[src/rtl/alu_uart_pkg.sv]
// Shared definitions for the UART ALU command protocol: FSM states, default
// widths and the ALU opcode set.
package alu_uart_pkg;

  localparam int DBIT_DEF  = 8;
  localparam int NB_OP_DEF = 6;

  typedef enum logic [3:0] {
    ST_IDLE     = 4'd0,
    ST_SEND_OP  = 4'd1,
    ST_WAIT_OP  = 4'd2,
    ST_SEND_A   = 4'd3,
    ST_WAIT_A   = 4'd4,
    ST_SEND_B   = 4'd5,
    ST_WAIT_B   = 4'd6,
    ST_WAIT_RSP = 4'd7,
    ST_DONE     = 4'd8
  } state_e;

  localparam logic [5:0] OP_ADD = 6'b100000;
  localparam logic [5:0] OP_SUB = 6'b100010;
  localparam logic [5:0] OP_AND = 6'b100100;
  localparam logic [5:0] OP_OR  = 6'b100101;
  localparam logic [5:0] OP_XOR = 6'b100110;
  localparam logic [5:0] OP_SRA = 6'b000011;
  localparam logic [5:0] OP_SRL = 6'b000010;
  localparam logic [5:0] OP_NOR = 6'b100111;

  function automatic logic is_send(input state_e s);
    return (s == ST_SEND_OP) || (s == ST_SEND_A) || (s == ST_SEND_B);
  endfunction

endpackage

[src/rtl/alu_frame_initiator_if.sv]
// Command, tx-engine, rx-engine and response signals of the frame initiator.
// master is the initiator's view, slave the view of everything around it.
interface alu_frame_initiator_if #(
  parameter int DBIT  = alu_uart_pkg::DBIT_DEF,
  parameter int NB_OP = alu_uart_pkg::NB_OP_DEF
);
  logic             i_cmd_valid;
  logic             o_cmd_ready;
  logic [NB_OP-1:0] i_op;
  logic [DBIT-1:0]  i_a;
  logic [DBIT-1:0]  i_b;
  logic             o_tx_start;
  logic [DBIT-1:0]  o_tx_data;
  logic             i_tx_done_tick;
  logic             i_rx_done_tick;
  logic [DBIT-1:0]  i_rx_data;
  logic             o_rsp_valid;
  logic [DBIT-1:0]  o_result;
  logic             o_timeout;
  logic             o_stray;
  logic             o_busy;

  modport master (
    input  i_cmd_valid, i_op, i_a, i_b, i_tx_done_tick, i_rx_done_tick, i_rx_data,
    output o_cmd_ready, o_tx_start, o_tx_data, o_rsp_valid, o_result, o_timeout,
           o_stray, o_busy
  );

  modport slave (
    output i_cmd_valid, i_op, i_a, i_b, i_tx_done_tick, i_rx_done_tick, i_rx_data,
    input  o_cmd_ready, o_tx_start, o_tx_data, o_rsp_valid, o_result, o_timeout,
           o_stray, o_busy
  );
endinterface

[src/rtl/rsp_timer.sv]
// Response-wait cycle counter: synchronous clear, count enable, and an expire
// flag raised while enabled on the count TIMEOUT_CYC-1.
module rsp_timer #(
  parameter  int TIMEOUT_CYC = 200000,
  localparam int TW          = $clog2(TIMEOUT_CYC)
) (
  input  logic clock,
  input  logic i_reset_n,
  input  logic i_clear,
  input  logic i_en,
  output logic o_expire
);
  logic [TW-1:0] count_q;
  logic [TW-1:0] count_d;

  always_comb begin
    count_d = count_q;
    if (i_clear)   count_d = '0;
    else if (i_en) count_d = count_q + TW'(1);
  end

  always_ff @(posedge clock or negedge i_reset_n) begin
    if (!i_reset_n) count_q <= '0;
    else            count_q <= count_d;
  end

  assign o_expire = i_en && !i_clear && (count_q == TW'(TIMEOUT_CYC - 1));

endmodule

[src/rtl/alu_frame_initiator.sv]
// Host-side initiator: serialises one ALU command as op/A/B UART bytes, then
// waits for the single result byte or a timeout. All outputs are registered.
module alu_frame_initiator
  import alu_uart_pkg::*;
#(
  parameter int DBIT        = DBIT_DEF,
  parameter int NB_OP       = NB_OP_DEF,
  parameter int TIMEOUT_CYC = 200000
) (
  input logic                    clock,
  input logic                    i_reset_n,
  alu_frame_initiator_if.master  bus
);
  state_e          state_q, state_d;
  logic [DBIT-1:0] a_q, a_d, b_q, b_d;
  logic            tx_start_q, tx_start_d;
  logic [DBIT-1:0] tx_data_q, tx_data_d;
  logic            rsp_valid_q, rsp_valid_d;
  logic [DBIT-1:0] result_q, result_d;
  logic            timeout_q, timeout_d;
  logic            stray_q, stray_d;
  logic            busy_q, busy_d;
  logic            ready_q, ready_d;
  logic            rsp_first_q, rsp_first_d;
  logic            accept;
  logic            expire;

  assign accept = ready_q && bus.i_cmd_valid;

  // The timer spends the first WAIT_RSP cycle being cleared, so a silent
  // response wait ends TIMEOUT_CYC+1 cycles after entry.
  rsp_timer #(.TIMEOUT_CYC(TIMEOUT_CYC)) u_rsp_timer (
    .clock    (clock),
    .i_reset_n(i_reset_n),
    .i_clear  (rsp_first_q),
    .i_en     (state_q == ST_WAIT_RSP),
    .o_expire (expire)
  );

  always_ff @(posedge clock or negedge i_reset_n) begin
    if (!i_reset_n) state_q <= ST_IDLE;
    else            state_q <= state_d;
  end

  always_comb begin
    state_d = state_q;
    case (state_q)
      ST_IDLE:     if (accept) state_d = ST_SEND_OP;
      ST_SEND_OP:  state_d = ST_WAIT_OP;
      ST_WAIT_OP:  if (bus.i_tx_done_tick) state_d = ST_SEND_A;
      ST_SEND_A:   state_d = ST_WAIT_A;
      ST_WAIT_A:   if (bus.i_tx_done_tick) state_d = ST_SEND_B;
      ST_SEND_B:   state_d = ST_WAIT_B;
      ST_WAIT_B:   if (bus.i_tx_done_tick) state_d = ST_WAIT_RSP;
      ST_WAIT_RSP: if (bus.i_rx_done_tick || expire) state_d = ST_DONE;
      ST_DONE:     state_d = ST_IDLE;
      default:     state_d = ST_IDLE;
    endcase
  end

  // The op byte is loaded straight into tx_data on accept so it is already
  // on the bus with the first start pulse; tx_data_q is the op register.
  always_comb begin
    a_d         = a_q;
    b_d         = b_q;
    tx_data_d   = tx_data_q;
    result_d    = result_q;
    timeout_d   = timeout_q;
    tx_start_d  = is_send(state_d);
    rsp_valid_d = (state_d == ST_DONE);
    busy_d      = (state_d != ST_IDLE);
    ready_d     = (state_d == ST_IDLE);
    rsp_first_d = (state_d == ST_WAIT_RSP) && (state_q != ST_WAIT_RSP);
    stray_d     = bus.i_rx_done_tick && (state_q != ST_WAIT_RSP);
    if (accept) begin
      a_d       = bus.i_a;
      b_d       = bus.i_b;
      tx_data_d = DBIT'(bus.i_op);
    end else if (state_d == ST_SEND_A) begin
      tx_data_d = a_q;
    end else if (state_d == ST_SEND_B) begin
      tx_data_d = b_q;
    end
    if (state_q == ST_WAIT_RSP) begin
      if (bus.i_rx_done_tick) begin
        result_d  = bus.i_rx_data;
        timeout_d = 1'b0;
      end else if (expire) begin
        result_d  = '0;
        timeout_d = 1'b1;
      end
    end
  end

  always_ff @(posedge clock or negedge i_reset_n) begin
    if (!i_reset_n) begin
      a_q         <= '0;
      b_q         <= '0;
      tx_start_q  <= 1'b0;
      tx_data_q   <= '0;
      rsp_valid_q <= 1'b0;
      result_q    <= '0;
      timeout_q   <= 1'b0;
      stray_q     <= 1'b0;
      busy_q      <= 1'b0;
      ready_q     <= 1'b1;
      rsp_first_q <= 1'b0;
    end else begin
      a_q         <= a_d;
      b_q         <= b_d;
      tx_start_q  <= tx_start_d;
      tx_data_q   <= tx_data_d;
      rsp_valid_q <= rsp_valid_d;
      result_q    <= result_d;
      timeout_q   <= timeout_d;
      stray_q     <= stray_d;
      busy_q      <= busy_d;
      ready_q     <= ready_d;
      rsp_first_q <= rsp_first_d;
    end
  end

  assign bus.o_cmd_ready = ready_q;
  assign bus.o_tx_start  = tx_start_q;
  assign bus.o_tx_data   = tx_data_q;
  assign bus.o_rsp_valid = rsp_valid_q;
  assign bus.o_result    = result_q;
  assign bus.o_timeout   = timeout_q;
  assign bus.o_stray     = stray_q;
  assign bus.o_busy      = busy_q;

endmodule
[src/flat_wrapper.sv]
// flat-port wrapper written by rule: the top's interface ports become plain ports
module alu_frame_initiator_flat import alu_uart_pkg::*;
#(
  parameter int DBIT        = DBIT_DEF,
  parameter int NB_OP       = NB_OP_DEF,
  parameter int TIMEOUT_CYC = 200000
)
  (clock, i_reset_n, bus_i_cmd_valid, bus_i_op, bus_i_a, bus_i_b, bus_i_tx_done_tick, bus_i_rx_done_tick, bus_i_rx_data, bus_o_cmd_ready, bus_o_tx_start, bus_o_tx_data, bus_o_rsp_valid, bus_o_result, bus_o_timeout, bus_o_stray, bus_o_busy);
  alu_frame_initiator_if #(.DBIT(DBIT), .NB_OP(NB_OP)) bus_i ();
  input logic clock;
  input logic i_reset_n;
  input wire logic [$bits(bus_i.i_cmd_valid)-1:0] bus_i_cmd_valid;
  input wire logic [$bits(bus_i.i_op)-1:0] bus_i_op;
  input wire logic [$bits(bus_i.i_a)-1:0] bus_i_a;
  input wire logic [$bits(bus_i.i_b)-1:0] bus_i_b;
  input wire logic [$bits(bus_i.i_tx_done_tick)-1:0] bus_i_tx_done_tick;
  input wire logic [$bits(bus_i.i_rx_done_tick)-1:0] bus_i_rx_done_tick;
  input wire logic [$bits(bus_i.i_rx_data)-1:0] bus_i_rx_data;
  output wire logic [$bits(bus_i.o_cmd_ready)-1:0] bus_o_cmd_ready;
  output wire logic [$bits(bus_i.o_tx_start)-1:0] bus_o_tx_start;
  output wire logic [$bits(bus_i.o_tx_data)-1:0] bus_o_tx_data;
  output wire logic [$bits(bus_i.o_rsp_valid)-1:0] bus_o_rsp_valid;
  output wire logic [$bits(bus_i.o_result)-1:0] bus_o_result;
  output wire logic [$bits(bus_i.o_timeout)-1:0] bus_o_timeout;
  output wire logic [$bits(bus_i.o_stray)-1:0] bus_o_stray;
  output wire logic [$bits(bus_i.o_busy)-1:0] bus_o_busy;
  assign bus_i.i_cmd_valid = bus_i_cmd_valid;
  assign bus_i.i_op = bus_i_op;
  assign bus_i.i_a = bus_i_a;
  assign bus_i.i_b = bus_i_b;
  assign bus_i.i_tx_done_tick = bus_i_tx_done_tick;
  assign bus_i.i_rx_done_tick = bus_i_rx_done_tick;
  assign bus_i.i_rx_data = bus_i_rx_data;
  assign bus_o_cmd_ready = bus_i.o_cmd_ready;
  assign bus_o_tx_start = bus_i.o_tx_start;
  assign bus_o_tx_data = bus_i.o_tx_data;
  assign bus_o_rsp_valid = bus_i.o_rsp_valid;
  assign bus_o_result = bus_i.o_result;
  assign bus_o_timeout = bus_i.o_timeout;
  assign bus_o_stray = bus_i.o_stray;
  assign bus_o_busy = bus_i.o_busy;
  alu_frame_initiator #(.DBIT(DBIT), .NB_OP(NB_OP), .TIMEOUT_CYC(TIMEOUT_CYC)) u_core (.clock(clock), .i_reset_n(i_reset_n), .bus(bus_i));
endmodule
[config.mk]
export PLATFORM = sky130hd
export DESIGN_NAME = alu_frame_initiator_flat
export DESIGN_NICKNAME = d
export VERILOG_FILES = /design/src/rtl/alu_uart_pkg.sv /design/src/rtl/alu_frame_initiator_if.sv /design/src/rtl/rsp_timer.sv /design/src/rtl/alu_frame_initiator.sv /design/src/flat_wrapper.sv
export SDC_FILE = /design/constraint.sdc
export NUM_CORES = 1
export LEC_CHECK = 0
export ABC_CLOCK_PERIOD_IN_PS = 5800
export BUFFER_PORTS_ARGS = -buffer_cell sky130_fd_sc_hd__buf_2
export CORE_MARGIN = 10
export CORE_UTILIZATION = 45
export CTS_BUF_LIST = sky130_fd_sc_hd__clkbuf_4 sky130_fd_sc_hd__clkbuf_8
export CTS_CLUSTER_DIAMETER = 120
export CTS_CLUSTER_SIZE = 28
export DETAILED_ROUTE_END_ITERATION = 8
export GPL_ROUTABILITY_DRIVEN = 0
export HOLD_SLACK_MARGIN = 0.15
export PLACE_DENSITY_LB_ADDON = 0.15
export SYNTH_ARGS = -nofsm -noshare
export SYNTH_HDL_FRONTEND = slang
export SYNTH_HIERARCHICAL = 1
export SYNTH_SLANG_ARGS = --single-unit
[constraint.sdc]
create_clock -name clock -period 5.8 [get_ports clock]
set_clock_uncertainty 0.1 [all_clocks]
set_input_delay 0 -clock clock [delete_from_list [all_inputs] [get_ports clock]]
set_output_delay 0 -clock clock [all_outputs]
set_load 0.005 [all_outputs]
# Word level (Yosys, flattened, before mapping)

Index checks and enable logic that the tools add are counted.

Bits in registers: 61
Logic and storage cells: 59
Input port bits: 35

Add/sub/neg operators: 1
Muxes and demuxes: 15
Reductions and logical operators: 16
Equal/unequal tests: 14

Operators by type and width:

| operator                                      | number |
|---|---|
| two-way mux 8 bit                             | 5 |
| two-way mux 18 bit                            | 2 |
| case mux 4 bit (8 select lines)               | 1 |
| == test 4 x 3 -> 1 bit, second input constant | 6 |
| two-way mux 4 bit                             | 5 |
| adder 18 x 1 -> 18 bit, second input constant | 1 |
| == test 18 bit, second input constant         | 1 |
| == test 4 x 2 -> 1 bit, second input constant | 3 |
| == test 4 x 1 -> 1 bit, second input constant | 2 |
| zero test 4 bit                               | 2 |
| logical AND 1 bit                             | 5 |
| == test 4 bit, second input constant          | 1 |
| != test 4 x 3 -> 1 bit, second input constant | 1 |
| nonzero test 2 bit                            | 2 |
| nonzero test 4 bit                            | 1 |
| logical OR 1 bit                              | 3 |
| nonzero test 3 bit                            | 1 |
| two-way mux 1 bit                             | 2 |
| AND reduction 2 bit                           | 1 |
| zero test 1 bit                               | 1 |

# Logic depth before layout (Yosys ltp)

Gate-level depths: netlist of run 1.

Depth after elaboration: 10
Gate-level depth with buffers: 8
Mapped depth without buffers: 7

# Hierarchy

The synthesis of run 1 kept the hierarchy.

Modules (own cells, without submodules):

| module              | cells each | instances | area an instance (um^2) |
|---|---|---|---|
| alu_frame_initiator | 189        | 1         | 1,881.8 |
| rsp_timer           | 103        | 1         | 984.7 |

# Worst setup path after synthesis of run 1

No wires, ideal clock.

Path type: reg2reg
Start point: register u_core.state_q[2]
End point: register u_core.result_q[1] (netlist: u_core/bus.o_result[1])
Stages on the path, launching flop included: 9
Arrival: 1,769 ps
Data required time: 5,579 ps
Setup slack: 3,810 ps
Cells stage by stage: dfrtp_1 > buf_2 > and4b_1 > buf_6 > nand4b_1 > nor4_1 > o21ai_0 > clkbuf_1 > a22o_1

Longest elaborated chain between the ends: 5

RTL lines:

| item                            | RTL line                   | RTL |
|---|---|---|
| start, declared                 | alu_frame_initiator.sv:14  | `state_e state_q, state_d;` |
| start signal, assigned          | alu_frame_initiator.sv:42  | `else state_q <= state_d;` |
| == test 4 x 3 -> 1 bit          | alu_frame_initiator.sv:36  | `.i_en (state_q == ST_WAIT_RSP),` |
| logical AND 1 bit (2 in series) | rsp_timer.sv:27            | `assign o_expire = i_en && !i_clear && (count_q == TW'(TIMEOUT_CYC - 1));` |
| net u_core.expire               | alu_frame_initiator.sv:26  | `logic expire;` |
| nonzero test 2 bit (no line)    | --                         |  |
| AND reduction 2 bit (no line)   | --                         |  |
| end signal, assigned            | alu_frame_initiator.sv:114 | `result_q <= result_d;` |
| end, declared                   | alu_frame_initiator.sv:19  | `logic [DBIT-1:0] result_q, result_d;` |

The timed path passes the listed nets, and every way through them passes these cells.
A chain may end at the register's enable or synchronous reset.

# Worst setup path in the final report of run 1

Ends and elaborated chain as after synthesis.

==> metrics.cfg, run 1 <==
[clocking]
post_cts_resized=0
clkSinkCount=61
numCtsBuffers=9
clock_latency_ns=0.33
clkTransAtPathRegs_ns=0.07
htreeDepth=3
holdBufCountCts=40
cts_root_buffer=clkbuf_8
cts_tree=yes
cts_setup_buffers=0
cts_buffer_depth=2

[power]
power_frac_comb_pct=27.0
power.density_nw_per_um2=420.4
sw_frac_of_total_pct=32.66
power_mw=1.598
pwr-share-seq_pct=44.3
ir_drop_mv=0.2837
leakage_nw=1.833
switchingPower_uw=521.9
clock_power_share_pct=28.8
internal_power_mw=1.076

[logic_synthesis]
synth_edf_count=0
ys_ff_latch=61
synth_area_sq_um=2866
syn_inst=292
ys_seq_area_share_pct=53.30
synth_cell_type_count=42
synth_warnings=6
synth_nets=328
avgSynthCellArea_sq_um=9.817
ys_async_sr_fraction_pct=100.0
synth_flop_cell=dfrtp_1

[outcome]
outcome=complete, no violations

[route]
antenna_left=0
drt_iter0_drc=59
detail_route.wl_per_cell_um=14.77
dr.pass1.iters=4
drc=0
routed_via_density=5.225
via_count=2419
wl_um=6838

[worst_setup_path]
crit_arrival_ns=3.03
worstSetupPathType=flip-flop to flip-flop
critPathLaunchType=flip-flop
reg2reg_slack_ns=2.89
required_ns=5.91
cp_max_fo=28
endpoint_kind=flip-flop

[timing]
slew_headroom_pct=23.83
rsz0062_at_grt=false
tns_ns=0
fin_crit_ns=2.913
setup_viol=0
fin_crit_sh_pct=50.23
hold_violations=0
fmaxAchievable_mhz=343.3
worstMarginPinSlew_ns=1.131
final_max_slew_viol_count=0

[placed_design]
place.detailed.hpwl_um=4386
dp.cells=407
io_buffer_count=56

[floorplanning]
die_height_um=99.81
start_util_pct=45.66
pin_count=57
die_area_sq_um=9962
core-area_sq_um=6277
die_x_um=99.81
row_count=29

[final_layout]
syn_to_final_growth_pct=32.61
n_antenna_cell=0
nets=417
drive_above_1_share_pct=21.24
nFillCells=569
stdcell_count=463

[run]
drv_cap=0

[global_routing]
antenna_found_initial=0
grt_overflow=0
grt_pass1_vias=2436
grt_max_degree=62
grt_first_pass_wirelength_um=11590
gr-usage-all-layers_pct=14.11

[min_path]
hold_class=input port to async pin

[power groups by stage]
| stage | clock network [mW] | registers, mW | logic (mW) |
|---|---|---|---|
| after floorplan | 0 | 0.651 | 0.329 |
| after global placement | 0 | 0.715 | 0.400 |
| after detailed placement | 0 | 0.716 | 0.408 |
| after CTS | 0.473 | 0.708 | 0.437 |
| after global routing | 0.493 | 0.733 | 0.489 |
| final | 0.460 | 0.707 | 0.431 |
[logic make-up (layout without fill, tap and decap cells)]
| kind of cell | after synthesis | after routing | share of synthesized area, % |
|---|---|---|---|
| XOR/XNOR | 10 | 10 | 3.055 |
| AO/OA/AOI/OAI | 47 | 47 | 11.39 |
| multiplexers | 4 | 4 | 1.528 |
| adder cells (fa/ha/maj) | 1 | 1 | 0.4364 |
| flip-flops | 61 | 61 | 53.30 |
| AND/OR/NAND/NOR | 141 | 141 | 25.75 |
| buffers and inverters | 28 | 122 | 4.539 |
[layout make-up]
cell class / instances / area, sq um / area share, %
Sequential cell: 61 / 1528 / 40.19
Multi-Input combinational cell: 203 / 1209 / 31.80
Timing Repair Buffer: 97 / 688.2 / 18.10
Clock buffer: 9 / 123.9 / 3.259
Clock inverter: 7 / 122.6 / 3.226
Tap cell: 77 / 96.34 / 2.535
Inverter: 9 / 33.78 / 0.8887
[per-stage QoR]
step                area (sq um)  hold WS (ns)  utilization [%]  setup WS [ns]
global placement            3154       0.08939            50.25          2.986
floorplan                   2867       -0.3956                -          3.810
CTS                         3801        0.2752            60.55          2.857
finish                      3801        0.2545            60.55          2.887
detailed placement          3154       0.09156            50.25          2.851
global route                3801        0.3035            60.55          2.481
[worst max-delay path, cell delays in order, from the launching register on]
cell	delay, ns
dfrtp_1	0.79
and4b_1	0.62
nand4b_1	0.14
nor4_1	0.29
o21ai_0	0.48
a22o_1	0.38
[layout by cell type, fill, tap and decap left out, types with 4 or more instances in the layout]
cell type	n
a21oi_1	12
nand2_1	56
and3_1	7
buf_2	56
clkbuf_8	9
dfrtp_1	60
xor2_1	4
or3_1	4
xnor2_1	6
a22o_1	9
nor2b_1	4
a211oi_1	7
nand3b_1	17
inv_1	9
nand3_1	9
nor4_1	6
dlygate4sd3_1	40
a311o_1	6
nor2_1	18
o21ai_0	9
[synth_stat cells, types with 6 or more instances]
cell | instances | area, sq um
a21oi_1 | 12 | 60.06
and3_1 | 7 | 43.79
nor2_1 | 18 | 67.56
a311o_1 | 6 | 60.06
nand2_1 | 56 | 210.2
dfrtp_1 | 60 | 1501
nand3_1 | 9 | 45.04
inv_1 | 9 | 33.78
nor4_1 | 6 | 37.54
nand3b_1 | 17 | 127.6
clkbuf_1 | 11 | 41.29
a22o_1 | 9 | 78.83
xnor2_1 | 6 | 52.55
a211oi_1 | 7 | 52.55
o21ai_0 | 9 | 45.04
[layer usage]
| metal | global-route usage [%] | up-vias | wire [um] |
|---|---|---|---|
| met2 | 22.15 | 40 | 3330 |
| met4 | 5.733 | 0 | 64 |
| met3 | 3.365 | 7 | 224 |
| met1 | 18.27 | 1172 | 3218 |
| met5 | 0 | - | 0 |
| li1 | - | 1200 | - |
[worst paths after layout]
check | startpoint | to | cells after the start
worst max-delay path | u_core/state_q[2]$_DFF_PN0_ | u_core/bus.o_result[1]$_DFFE_PN0P_ | 5
worst min-delay path | i_reset_n | u_core/bus.o_tx_data[2]$_DFFE_PN0P_ | 3
worst max register to register | u_core/state_q[2]$_DFF_PN0_ | u_core/bus.o_result[1]$_DFFE_PN0P_ | 5
worst min register to register | u_core/a_q[0]$_DFFE_PN0P_ | u_core/a_q[0]$_DFFE_PN0P_ | 2
max in group asynchronous | i_reset_n | u_core/b_q[6]$_DFFE_PN0P_ | 3
min in group clock | bus_i_a[3] | u_core/a_q[3]$_DFFE_PN0P_ | 4
[state kept, by name, summed over array words and instances (netlist names)]
signal and flops:
u_core/bus.o_rsp_valid 1, u_core/b_q 8, u_core/bus.o_tx_data 8, u_core/bus.o_tx_start 1, u_core/bus.o_cmd_ready 1, u_core/rsp_first_q 1, u_core/state_q 4, u_core/u_rsp_timer/count_q 18
u_core/a_q 8, u_core/bus.o_timeout 1, u_core/bus.o_result 8, u_core/bus.o_stray 1, u_core/bus.o_busy 1
Note: power is estimated with default switching activity, not from simulation.
==> inputs of run 2 (changes only) <==
- ABC_CLOCK_PERIOD_IN_PS: 5800 -> 2800
- clock period: 5.8 -> 2.8 ns (I/O delays scaled with it)
==> run 2 against run 1 <==
Effect of this change:
- wire length rose by 6.5%
- sequential share of layout area shrank 0.44 points
- clock-buffer cell count is 4 higher
- register-to-register slack got worse by 2.6 ns
- worst setup slack got worse by 2.6 ns
- cell count increased by 1.9%
- non-clock buffer count up 8
- combinational power grew to 2.5 times the previous value
- sequential cell count did not move
- hold slack gained 0.022 ns
- total power rose by 100%
- critical path depth rose by 2
- critical endpoint is now u_core/bus.o_result[6]$_DFFE_PN0P_
==> metrics.cfg, run 2 (synthesized netlist as in run 1, its figures left out) <==
[worst_setup_path]
cp_max_fo=11  ; -61%
required_ns=2.92  ; -2.99 ns
worstSetupPathType=flip-flop to flip-flop
critPathLaunchType=flip-flop
endpoint_kind=flip-flop
crit_arrival_ns=2.63  ; -0.40 ns

[route]
detail_route.wl_per_cell_um=15.43  ; +4.5%
drt_iter0_drc=127  ; +120%
antenna_left=0  ; unchanged
drc=0  ; unchanged
routed_via_density=5.218  ; -0.12%
via_count=2463  ; +1.8%
wl_um=7283  ; +6.5%
dr.pass1.iters=4  ; unchanged

[floorplanning]
row_count=29  ; unchanged
start_util_pct=45.66  ; unchanged
pin_count=57  ; unchanged
die_x_um=99.81  ; unchanged
die_height_um=99.81  ; unchanged
die_area_sq_um=9962  ; unchanged
core-area_sq_um=6277  ; unchanged

[min_path]
hold_class=input port to async pin

[final_layout]
design_area_sq_um=3844  ; +1.1%
multi_input_area_sq_um=1215  ; +0.52%
post-route-util_pct=61.23  ; +0.68 points
nFillCells=562  ; -1.2%
regArea_sq_um=1528  ; unchanged
layout_common_cells=dfrtp_1, buf_2, nand2_1, dlygate4sd3_1, nor2_1
largest_register_ffs=18  ; unchanged
nets=425  ; +1.9%
regMostFlops=u_core/u_rsp_timer/count_q
final_common_cell=dfrtp_1
drive_above_1_share_pct=22.59  ; +1.3 points
syn_to_final_growth_pct=34.09

[clocking]
numCtsBuffers=9  ; unchanged
cts_buffer_depth=2  ; unchanged
clock_latency_ns=0.33  ; about the same
cts_tree=yes
cts_setup_buffers=0  ; unchanged
cts_root_buffer=clkbuf_8
clkTransAtPathRegs_ns=0.07  ; about the same
clkSinkCount=61  ; unchanged
htreeDepth=3  ; unchanged

[timing]
worstMarginPinSlew_ns=0.8752  ; -0.2553 ns
final_max_slew_viol_count=0  ; unchanged
setup_slack_ns=0.2896  ; -2.597 ns
fmaxAchievable_mhz=398.3  ; +16%
setup_viol=0  ; unchanged
tns_ns=0  ; unchanged
hold_violations=0  ; unchanged
slew_headroom_pct=41.51  ; +18 points
fin_crit_ns=2.510  ; -0.4027 ns
fin_crit_sh_pct=89.66  ; +39 points
rsz0062_at_grt=false

[outcome]
outcome=complete, no violations

[placed_design]
place_worst_setup_slack_ns=0.7506  ; -2.101 ns
io_buffer_count=56  ; unchanged
place.detailed.hpwl_um=4619  ; +5.3%
placed_area_sq_um=3199  ; +1.4%

[global_routing]
grt_pass1_vias=2576  ; +5.7%
antenna_found_initial=1  ; +1
grt_max_degree=62  ; unchanged
grt_overflow=0  ; unchanged
gr-usage-all-layers_pct=15.04  ; +0.93 points
grt_first_pass_wirelength_um=12340  ; +6.6%

[power]
leakage_nw=1.866  ; +1.8%
power.density_nw_per_um2=851.9  ; +100%
ir_drop_mv=0.5026  ; +77%

[run]
drv_cap=0  ; unchanged

-- run 2: cell count changes in the layout (fill, tap and decap cells not counted) --
cell | previous run | this run
clkinvlp_4 | 2 | 1
clkbuf_8 | 9 | 12
nor4_1 | 6 | 5
inv_6 | 1 | 0
nor4_2 | 0 | 1
buf_4 | 1 | 7
diode_2 | 0 | 1
bufinv_16 | 3 | 1
clkinv_2 | 0 | 1
clkbuf_4 | 0 | 1
clkinv_4 | 1 | 0
dlygate4sd3_1 | 40 | 42
-- run 2: metrics by stage --
stage / power (mW) / instances / hold slack [ns]
2_1_floorplan: 2.029 / 292 / -0.3956
5_1_grt: 3.512 / 472 / 0.2944
4_1_cts: 3.311 / 471 / 0.2620
3_3_place_gp: 2.357 / 413 / 0.08858
3_5_place_dp: 2.396 / 413 / 0.09155
6_report: 3.274 / 472 / 0.2762
-- run 2: layout make-up --
class / count / area share (%)
inverter: 9 / 0.8789
clock buffer: 13 / 4.492
tap: 77 / 2.507
antenna: 1 / 0.06510
timing repair buffer: 105 / 19.60
multi-input combinational: 203 / 31.61
sequential: 61 / 39.75
clock inverter: 3 / 1.107
-- run 2: timing repair --
action / 4_1_cts / 5_1_grt
gates resized for setup: 0 / 1
endpoints found under the hold margin: 98 / 0
hold buffers: 42 / 0
endpoints found under the setup margin: 0 / 1
-- run 2: power breakdown --
group          total (mW)  switching (mW)  internal, mW  leakage, nW
Sequential           1.36           0.183          1.18        0.788
Combinational        1.09           0.573         0.516        0.969
Clock               0.826           0.334         0.493        0.109
Total                3.27            1.09          2.18         1.87
-- run 2: final timing paths --
kind	start	endpoint	slack, ns	cells past startpoint
setup reg to reg	u_core/state_q[3]$_DFF_PN0_	u_core/bus.o_result[6]$_DFFE_PN0P_	0.29	7
max in group asynchronous	i_reset_n	u_core/u_rsp_timer/count_q[3]$_DFFE_PN0P_	1.83	3
setup / recovery	u_core/state_q[3]$_DFF_PN0_	u_core/bus.o_result[6]$_DFFE_PN0P_	0.29	7
min in group clock	bus_i_a[2]	u_core/a_q[2]$_DFFE_PN0P_	0.28	4
hold / removal	i_reset_n	u_core/bus.o_tx_data[5]$_DFFE_PN0P_	0.28	3
hold reg to reg	u_core/b_q[0]$_DFFE_PN0P_	u_core/b_q[0]$_DFFE_PN0P_	0.38	2
-- run 2: critical path, cell delays in order, from the launching register on --
cell and delay, ns:
dfrtp_1 0.43, and4b_1 0.38, nand4b_1 0.15, nor4_2 0.24, o21ai_0 0.15, buf_4 0.19, a22o_1 0.22, dlygate4sd3_1 0.55
-- run 2: routing by layer --
metal	vias to the layer above	wire, um	GRT usage, %
met1	1195	3369	18.84
li1	1209	-	-
met4	0	107	6.505
met3	11	269	4.190
met2	48	3536	23.74
met5	-	0	0
==> inputs of run 3 (changes only) <==
- CORE_UTILIZATION: 45 -> 35
==> run 3 against run 2 <==
Effect of this change:
- core utilization decreased by 12 points
- final area is 0.13% lower
- die area up 23%
- critical path depth down 4
- sequential cell count stayed put
- via count decreased by 1.3%
- non-clock buffer count is 1 lower
- cell count up 4.9%
- hold slack worse by 0.098 ns
- first-iteration DRC count up 3.9%
- clock-buffer cell count fell by 1
- critical path type unchanged
- largest cell class unchanged
- highest routed layer unchanged
==> metrics.cfg, run 3 (synthesized netlist as in run 1, its figures left out) <==
[floorplanning]
die_area_sq_um=12210  ; +23%
die_x_um=110.5  ; +11%
row_count=32  ; +10%
core-area_sq_um=7848  ; +25%
die_height_um=110.5  ; +11%
start_util_pct=36.53  ; -9.1 points
pin_count=57  ; unchanged

[worst_setup_path]
crit_arrival_ns=2.17  ; -0.46 ns
cp_max_fo=12  ; +1
required_ns=2.91  ; about the same
critPathLaunchType=flip-flop
worstSetupPathType=flip-flop to flip-flop
endpoint_kind=flip-flop

[route]
wl_um=7106  ; -2.4%
antenna_left=0  ; unchanged
routed_via_density=4.913  ; -5.8%
drc=0  ; unchanged
detail_route.wl_per_cell_um=14.36  ; -7.0%
via_count=2432  ; -1.3%
dr.pass1.iters=4  ; unchanged
drt_iter0_drc=132  ; +3.9%

[final_layout]
regMostFlops=u_core/u_rsp_timer/count_q
nets=424  ; -0.24%
stdcell_count=495  ; +4.9%
layout_common_cells=dfrtp_1, buf_2, nand2_1, dlygate4sd3_1, nor2_1
syn_to_final_growth_pct=33.92
final_common_cell=dfrtp_1
largest_register_ffs=18  ; unchanged
n_antenna_cell=0  ; -1
drive_above_1_share_pct=22.65  ; +0.057 points

[min_path]
hold_class=input port to async pin

[timing]
setup_viol=0  ; unchanged
fin_crit_sh_pct=73.62  ; -16 points
final_max_slew_viol_count=0  ; unchanged
fin_crit_ns=2.061  ; -0.4492 ns
slew_headroom_pct=42.95  ; +1.4 points
hold_violations=0  ; unchanged
tns_ns=0  ; unchanged
rsz0062_at_grt=false
fmaxAchievable_mhz=485.1  ; +22%
worstMarginPinSlew_ns=0.8537  ; -0.02154 ns

[power]
power_mw=3.197  ; -2.4%
ir_drop_mv=0.3116  ; -38%
leakage_nw=1.855  ; -0.63%
power.density_nw_per_um2=832.9  ; -2.2%

[clocking]
cts_setup_buffers=0  ; unchanged
clock_latency_ns=0.34  ; about the same
clkTransAtPathRegs_ns=0.07  ; about the same
numCtsBuffers=9  ; unchanged
clkSinkCount=61  ; unchanged
htreeDepth=3  ; unchanged
cts_root_buffer=clkbuf_8
cts_tree=yes
cts_buffer_depth=2  ; unchanged

[outcome]
outcome=complete, no violations

[global_routing]
grt_max_degree=36  ; -42%
gr-usage-all-layers_pct=11.89  ; -3.2 points
grt_first_pass_wirelength_um=12280  ; -0.50%
grt_pass1_vias=2462  ; -4.4%
grt_overflow=0  ; unchanged
antenna_found_initial=0  ; -1

[placed_design]
place.detailed.hpwl_um=4699  ; +1.7%
io_buffer_count=56  ; unchanged
dp.cells=439  ; +6.3%

[run]
drv_cap=0  ; unchanged

run 3: power by group:
group	internal (mW)	total (mW)	switching, mW
Combinational	0.498	1.05	0.556
Clock	0.452	0.789	0.337
Sequential	1.18	1.35	0.179
run 3: through the flow:
| step | area [sq um] | setup slack, ns | hold slack, ns | util (%) |
|---|---|---|---|---|
| floorplan | 2867 | 0.8103 | -0.3956 | - |
| global placement | 3238 | 0.7691 | 0.03097 | 41.26 |
| detailed placement | 3238 | 0.7366 | 0.04801 | 41.26 |
| CTS | 3839 | 0.7316 | 0.2078 | 48.92 |
| global route | 3839 | 0.5173 | 0.2516 | 48.92 |
| finish | 3839 | 0.7388 | 0.1785 | 48.92 |
run 3: layer usage:
metal | part of all wire, % | GRT usage (%) | vias up
met5 | 0 | 0 | -
met1 | 45 | 14.84 | 1168
met2 | 48 | 18.35 | 43
met3 | 4.9 | 3.728 | 12
met4 | 1.7 | 5.268 | 0
li1 | - | - | 1209
run 3: worst paths after layout:
path,startpoint,endpoint,slack (ns),depth (start not counted)
setup reg to reg,u_core/state_q[3]$_DFF_PN0_,u_core/bus.o_tx_data[5]$_DFFE_PN0P_,0.74,3
min in group clock,bus_i_a[4],u_core/a_q[4]$_DFFE_PN0P_,0.28,4
hold / removal,i_reset_n,u_core/u_rsp_timer/count_q[9]$_DFFE_PN0P_,0.18,2
setup / recovery,u_core/state_q[3]$_DFF_PN0_,u_core/bus.o_tx_data[5]$_DFFE_PN0P_,0.74,3
hold reg to reg,u_core/b_q[6]$_DFFE_PN0P_,u_core/b_q[6]$_DFFE_PN0P_,0.38,2
max in group asynchronous,i_reset_n,u_core/bus.o_tx_data[2]$_DFFE_PN0P_,1.69,3
run 3: area by class of cell:
cell class	instances	area (sq um)
Clock buffer	12	152.6
Clock inverter	4	47.55
Fill cell	785	4009
Inverter	9	33.78
Multi-Input combinational cell	203	1209
Sequential cell	61	1528
Tap cell	102	127.6
Timing Repair Buffer	104	740.7
run 3: what timing repair did:
item                      4_1_cts  5_1_grt
hold buffers                   40        0
resized for setup               0        0
hold endpoints to repair       71        0
run 3: critical path, cell delays in order (launching register included):
cell	delay, ns
dfrtp_1	0.42
or3b_1	0.58
or2_0	0.42
a311o_1	0.42
